File: src/rtl/muldiv_pkg.sv
// rtl/muldiv_pkg.sv - shared types and width for the execute-stage multiply/divide unit
package muldiv_pkg;

  localparam int MULDIV_N = 64;

  typedef enum logic [1:0] {
    OP_MUL   = 2'b00,
    OP_UMULH = 2'b01,
    OP_UDIV  = 2'b10,
    OP_SDIV  = 2'b11
  } op_e;

  typedef enum logic [1:0] {
    S_IDLE = 2'b00,
    S_RUN  = 2'b01,
    S_DONE = 2'b10
  } state_e;

  // Both division flavours share the restoring datapath and the divide-by-zero bypass.
  function automatic logic is_div(op_e op_sel);
    return (op_sel == OP_UDIV) || (op_sel == OP_SDIV);
  endfunction

endpackage

File: src/rtl/muldiv_step.sv
// rtl/muldiv_step.sv - one shift-add (multiply) or shift-subtract (divide) iteration
module muldiv_step
  import muldiv_pkg::*;
#(
  parameter int N = MULDIV_N
) (
  input  logic           i_div,
  input  logic [2*N-1:0] i_acc,
  input  logic [N-1:0]   i_opnd,
  output logic [2*N-1:0] o_acc
);

  logic [N:0] w_sum;
  logic [N:0] w_rem;
  logic [N:0] w_diff;

  // Multiply: acc = {partial product, remaining multiplier bits}, add on LSB then shift right.
  // Divide:   acc = {partial remainder, remaining dividend/quotient bits}, shift left then trial-subtract.
  always_comb begin
    w_sum  = {1'b0, i_acc[2*N-1:N]} + (i_acc[0] ? {1'b0, i_opnd} : {(N+1){1'b0}});
    w_rem  = {i_acc[2*N-1:N], i_acc[N-1]};
    w_diff = w_rem - {1'b0, i_opnd};
    if (!i_div) begin
      o_acc = {w_sum, i_acc[N-1:1]};
    end else if (w_rem >= {1'b0, i_opnd}) begin
      o_acc = {w_diff[N-1:0], i_acc[N-2:0], 1'b1};
    end else begin
      o_acc = {w_rem[N-1:0], i_acc[N-2:0], 1'b0};
    end
  end

endmodule

File: src/rtl/exec_muldiv.sv
// rtl/exec_muldiv.sv - iterative multiply/divide unit beside the execute-stage ALU
module exec_muldiv
  import muldiv_pkg::*;
#(
  parameter int N = MULDIV_N
) (
  input  logic         clk,
  input  logic         reset,
  input  logic         start,
  input  logic [1:0]   op,
  input  logic [N-1:0] a,
  input  logic [N-1:0] b,
  output logic         busy,
  output logic         done,
  output logic [N-1:0] result,
  output logic         zero
);

  localparam int CW = $clog2(N);

  state_e         r_state;
  state_e         w_next_state;
  logic [CW-1:0]  r_cnt;
  op_e            r_op;
  logic [N-1:0]   r_opnd;
  logic [2*N-1:0] r_acc;
  logic           r_neg;
  logic [N-1:0]   r_result;

  op_e            w_op;
  logic           w_accept;
  logic           w_sdiv;
  logic           w_div0;
  logic [N-1:0]   w_abs_a;
  logic [N-1:0]   w_abs_b;
  logic [2*N-1:0] w_step_acc;
  logic [N-1:0]   w_quot;
  logic [N-1:0]   w_final;

  assign w_op     = op_e'(op);
  assign w_accept = start && (r_state != S_RUN);
  assign w_sdiv   = (w_op == OP_SDIV);
  assign w_div0   = is_div(w_op) && (b == '0);
  // SDIV works on magnitudes; the most negative value maps onto itself, which is its correct unsigned magnitude.
  assign w_abs_a  = (w_sdiv && a[N-1]) ? -a : a;
  assign w_abs_b  = (w_sdiv && b[N-1]) ? -b : b;

  muldiv_step #(.N(N)) u_step (
    .i_div  (is_div(r_op)),
    .i_acc  (r_acc),
    .i_opnd (r_opnd),
    .o_acc  (w_step_acc)
  );

  assign w_quot = w_step_acc[N-1:0];

  // Select the value written to the result register as RUN finishes, after the final iteration.
  always_comb begin
    w_final = '0;
    case (r_op)
      OP_MUL:   w_final = w_step_acc[N-1:0];
      OP_UMULH: w_final = w_step_acc[2*N-1:N];
      OP_UDIV:  w_final = w_quot;
      OP_SDIV:  w_final = r_neg ? -w_quot : w_quot;
      default:  w_final = '0;
    endcase
  end

  // State register.
  always_ff @(posedge clk) begin
    if (reset) begin
      r_state <= S_IDLE;
    end else begin
      r_state <= w_next_state;
    end
  end

  // Next state: divide-by-zero bypasses RUN; a start in DONE chains straight into a new operation.
  always_comb begin
    w_next_state = r_state;
    case (r_state)
      S_IDLE, S_DONE: begin
        if (start) begin
          w_next_state = w_div0 ? S_DONE : S_RUN;
        end else begin
          w_next_state = S_IDLE;
        end
      end
      S_RUN: begin
        if (r_cnt == '0) begin
          w_next_state = S_DONE;
        end
      end
      default: w_next_state = S_IDLE;
    endcase
  end

  // Status outputs decoded from the state.
  always_comb begin
    busy = (r_state == S_RUN);
    done = (r_state == S_DONE);
  end

  // Datapath: latch operands on an accepted start, iterate in RUN, load result only when entering DONE.
  always_ff @(posedge clk) begin
    if (reset) begin
      r_cnt    <= '0;
      r_op     <= OP_MUL;
      r_opnd   <= '0;
      r_acc    <= '0;
      r_neg    <= 1'b0;
      r_result <= '0;
    end else if (w_accept) begin
      r_op   <= w_op;
      r_cnt  <= CW'(N - 1);
      r_opnd <= w_abs_b;
      r_acc  <= {{N{1'b0}}, w_abs_a};
      r_neg  <= w_sdiv && (a[N-1] ^ b[N-1]);
      if (w_div0) begin
        r_result <= '0;
      end
    end else if (r_state == S_RUN) begin
      r_acc <= w_step_acc;
      if (r_cnt == '0) begin
        r_result <= w_final;
      end else begin
        r_cnt <= r_cnt - CW'(1);
      end
    end
  end

  assign result = r_result;
  assign zero   = (r_result == '0);

endmodule

File: config.mk
export PLATFORM = sky130hd
export DESIGN_NAME = exec_muldiv
export DESIGN_NICKNAME = d
export VERILOG_FILES = /design/src/rtl/muldiv_pkg.sv /design/src/rtl/muldiv_step.sv /design/src/rtl/exec_muldiv.sv
export SDC_FILE = /design/constraint.sdc
export NUM_CORES = 1
export LEC_CHECK = 0
export BUFFER_PORTS_ARGS = -buffer_cell sky130_fd_sc_hd__buf_2
export CAP_MARGIN = 25
export CORE_AREA = 2 2 252 254
export DETAILED_ROUTE_END_ITERATION = 7
export DIE_AREA = 0 0 254 256
export SYNTH_ARGS = -nofsm -noshare
export SYNTH_HDL_FRONTEND = slang
export SYNTH_SLANG_ARGS = --single-unit
File: constraint.sdc
create_clock -name clk -period 8.9 [get_ports clk]
set_clock_uncertainty 0.2 [all_clocks]
set_input_delay 2.67 -clock clk [delete_from_list [all_inputs] [get_ports clk]]
set_output_delay 2.67 -clock clk [all_outputs]
set_load 0.02 [all_outputs]
==> insert_results.sql <==
INSERT INTO impl_metrics (metric_group, metric, value, unit) VALUES
('timing', 'tightest_slew', '1020', 'ps'),
('synth', 'synth.distinct_cells', '105', ''),
('timing', 'timing.final.hold_violations', '0', ''),
('clock_network', 'clock_sink_count', '267', ''),
('synth', 'synth_ff_type', 'sky130_fd_sc_hd__dfxtp_1', ''),
('synth', 'yosys.area.top_type', 'sky130_fd_sc_hd__dfxtp_1', ''),
('clock_network', 'tritoncts', 'built', ''),
('placed_design', 'dp_hpwl', '79.1', 'mm'),
('setup_path', 'cp_data_arrival_time', '3460', 'ps'),
('final_layout', 'final_core_util', '44.0', '%'),
('timing', 'report.final.slew_viol_count', '0', ''),
('synth', 'syn_avg_cell_area', '7.24', 'um^2'),
('timing', 'min_period_over_period', '71.2', '%'),
('synth', 'synth.top_cells.by_count', 'sky130_fd_sc_hd__a21oi_1 (352), sky130_fd_sc_hd__nor2_1 (351), sky130_fd_sc_hd__nand2_1 (306)', ''),
('synth', 'yosysSeqAreaShare', '21.6', '%'),
('routing', 'wl_per_cell', '23.3', 'um'),
('floorplanning', 'initial_core_util', '39.7', '%'),
('setup_path', 'r2r_start', 'r_opnd[3]$_SDFFE_PP0P_', ''),
('min_path', 'hp-start', 'r_state[1]$_SDFFE_PP0P_', ''),
('synth', 'share_of_the_synthesized_area_in_the_top_cell_type', '21.6', '%'),
('floorplanning', 'placeableCoreArea', '0.0624', 'mm^2'),
('global_routing', 'grt_overflow', '0', ''),
('placed_design', 'place_area', '0.0262', 'mm^2'),
('synth', 'syn-cell-area', '0.0248', 'mm^2'),
('setup_path', 'start_kind', 'register', ''),
('timing', 'timing.slew.headroom', '31.2', '%'),
('final_layout', 'stdcell_area', '0.0275', 'mm^2'),
('clock_network', 'clk-insertion-delay-late', '560', 'ps'),
('setup_path', 'setup.worst_path.start', 'result[32]$_SDFFE_PP0P_', ''),
('floorplanning', 'floorplan.die.height', '256', 'um'),
('floorplanning', 'floorplan.die_area', '0.0650', 'mm^2'),
('power_and_ir_drop', 'total_power_draw', '4.24', 'mW'),
('clock_network', 'cts_made_buffers', '35', ''),
('synth', 'syn-num-nets', '3687', ''),
('final_layout', 'final-seq-area', '0.00535', 'mm^2'),
('clock_network', 'cts.clk_slew.worst_paths', '60', 'ps'),
('status', 'status', 'finished clean', ''),
('placed_design', 'port_buffers', '199', ''),
('synth', 'gate_count_of_the_mapped_netlist', '3420', ''),
('synth', 'yosys_warnings', '0', ''),
('routing', 'routed_wirelength', '101', 'mm'),
('global_routing', 'grtUsageTotal', '30.0', '%'),
('routing', 'drt_first_iter_violations', '2809', ''),
('setup_path', 'required_time_worst_endpoint', '6030', 'ps'),
('floorplanning', 'dieWidth', '254', 'um'),
('routing', 'vias', '26500', ''),
('timing', 'totalNegativeSetupSlack', '0', 'ps'),
('synth', 'async_reset_ff_share', '0', '%'),
('global_routing', 'initial_antenna_violation_count', '5', ''),
('power_and_ir_drop', 'p_per_area', '154', 'mW/mm^2'),
('timing', 'maxClockFrequency', '0.158', 'GHz'),
('final_layout', 'area_growth', '10.9', '%'),
('synth', 'synth_area_leaders', 'sky130_fd_sc_hd__dfxtp_1 (22%), sky130_fd_sc_hd__a21oi_1 (7.1%), sky130_fd_sc_hd__ha_1 (6.7%)', ''),
('synth', 'synth_most_common_cell', 'sky130_fd_sc_hd__a21oi_1', ''),
('timing', 'postLayoutSetupSlackWorst', '2570', 'ps'),
('power_and_ir_drop', 'p_leak', '10.9', 'nW'),
('routing', 'drc', '0', ''),
('clock_network', 'cts_setup_buffers', '0', ''),
('clock_network', 'clk_path_buf_depth', '3', ''),
('global_routing', 'maximum_number_of_pins_on_one_net_before_global_route_repair', '101', ''),
('run', 'cap_viol_max_count', '0', ''),
('floorplanning', 'floorplan.io_pins', '200', ''),
('final_layout', 'area_used_by_multi_input_combinational_logic', '0.0181', 'mm^2'),
('timing', 'layout_min_cycle_time', '6330', 'ps'),
('global_routing', 'grt_pass1_wl', '150', 'mm'),
('clock_network', 'cts_resized', '0', ''),
('min_path', 'min_path_type', 'register to register', ''),
('routing', 'number_of_iterations_in_the_first_detailed_routing_pass', '6', ''),
('final_layout', 'nets', '3743', ''),
('final_layout', 'share_of_final_layout_standard_cells_stronger_than_drive_strength_1', '10.7', '%'),
('final_layout', 'final.fill_count', '6619', '');
==> power by group <==
group | leakage, nW | switching, mW | internal [mW]
Clock | 0.587 | 0.591 | 0.907
Combinational | 8.11 | 0.883 | 0.441
Sequential | 2.19 | 0.135 | 1.28
Total | 10.9 | 1.61 | 2.63
==> cell families (layout without fill, tap and decap cells) <==
family | after synthesis | after routing | synth area share [%]
buffers and inverters | 337 | 417 | 5.37
other | 0 | 2 | 0
DFF | 267 | 267 | 21.6
AOI/OAI and AO/OA | 1165 | 1165 | 30.3
muxes | 79 | 79 | 3.40
and+or+nand+nor | 1156 | 1156 | 22.6
adders and majority gates | 134 | 134 | 6.83
xor gates and xnor gates | 282 | 282 | 9.97
==> per-stage QoR <==
step	hold slack [ps]	instances
floorplan	223	3420
global placement	262	4283
detailed placement	257	4283
CTS	279	4344
global route	314	4347
finish	284	4348
==> state kept, by name, summed over array words and instances (netlist names) <==
register,cells
r_opnd,64
r_cnt,6
r_op,2
r_state,2
r_neg,1
result,64
r_acc,128
==> critical path: stages, from the launching register on <==
cell and delay, ps:
sky130_fd_sc_hd__dfxtp_1 400, sky130_fd_sc_hd__nor4_1 910, sky130_fd_sc_hd__nand4_1 500, sky130_fd_sc_hd__nor4_1 810, sky130_fd_sc_hd__buf_2 300
==> layout make-up <==
| class | count | area share [%] |
|---|---|---|
| clock inverters | 8 | 0.369 |
| clock buffers | 53 | 3.99 |
| inverters | 123 | 1.68 |
| repair buffers | 233 | 4.59 |
| well taps | 846 | 3.86 |
| flip-flops and latches | 267 | 19.5 |
| multi-input cells | 2816 | 66.0 |
| diodes | 2 | 0.0182 |
==> placed cells by master (no fill, tap or decap), types with 12 or more instances in the layout <==
cell / netlist / final
sky130_fd_sc_hd__nor3_1: 92 / 92
sky130_fd_sc_hd__buf_4: 4 / 34
sky130_fd_sc_hd__dfxtp_1: 267 / 265
sky130_fd_sc_hd__a311oi_1: 20 / 20
sky130_fd_sc_hd__xnor2_1: 137 / 137
sky130_fd_sc_hd__nor2b_1: 21 / 20
sky130_fd_sc_hd__o21ai_1: 29 / 29
sky130_fd_sc_hd__or4_1: 16 / 16
sky130_fd_sc_hd__buf_2: 25 / 198
sky130_fd_sc_hd__or3_1: 35 / 35
sky130_fd_sc_hd__a21oi_1: 352 / 352
sky130_fd_sc_hd__nand3_1: 71 / 71
sky130_fd_sc_hd__ha_1: 132 / 132
sky130_fd_sc_hd__o211ai_1: 75 / 75
sky130_fd_sc_hd__clkbuf_16: 0 / 37
sky130_fd_sc_hd__nand4_1: 49 / 49
sky130_fd_sc_hd__a221oi_1: 12 / 12
sky130_fd_sc_hd__o21ai_0: 196 / 196
sky130_fd_sc_hd__a21o_1: 72 / 72
sky130_fd_sc_hd__and3_1: 27 / 27
sky130_fd_sc_hd__inv_1: 121 / 120
sky130_fd_sc_hd__mux2_2: 19 / 19
sky130_fd_sc_hd__nor4_1: 35 / 35
sky130_fd_sc_hd__xor2_1: 145 / 145
sky130_fd_sc_hd__nand2_1: 306 / 306
sky130_fd_sc_hd__a22oi_1: 47 / 47
sky130_fd_sc_hd__o21bai_1: 37 / 37
sky130_fd_sc_hd__o31ai_1: 30 / 30
sky130_fd_sc_hd__o21a_1: 18 / 18
sky130_fd_sc_hd__o22ai_1: 18 / 18
sky130_fd_sc_hd__nor2_1: 351 / 348
sky130_fd_sc_hd__a211oi_1: 100 / 100
sky130_fd_sc_hd__mux2i_1: 55 / 55
sky130_fd_sc_hd__a31oi_1: 43 / 43
sky130_fd_sc_hd__and2_1: 78 / 78
sky130_fd_sc_hd__o41ai_1: 15 / 15
==> worst paths after layout <==
check,endpoint,slack (ps),cells after the start
max reg2reg,r_acc[123]$_SDFFE_PP0P_,3480,14
min,r_state[1]$_SDFFE_PP0P_,280,1
max,zero,2570,4
min reg2reg,r_state[1]$_SDFFE_PP0P_,280,1
==> metal layers <==
metal / track usage, % / wire, um
met5: 0 / 40
met2: 46.0 / 43900
met4: 13.0 / 4620
met3: 5.73 / 8910
met1: 40.9 / 43600
No activity file was read; power rests on OpenSTA's default activity.
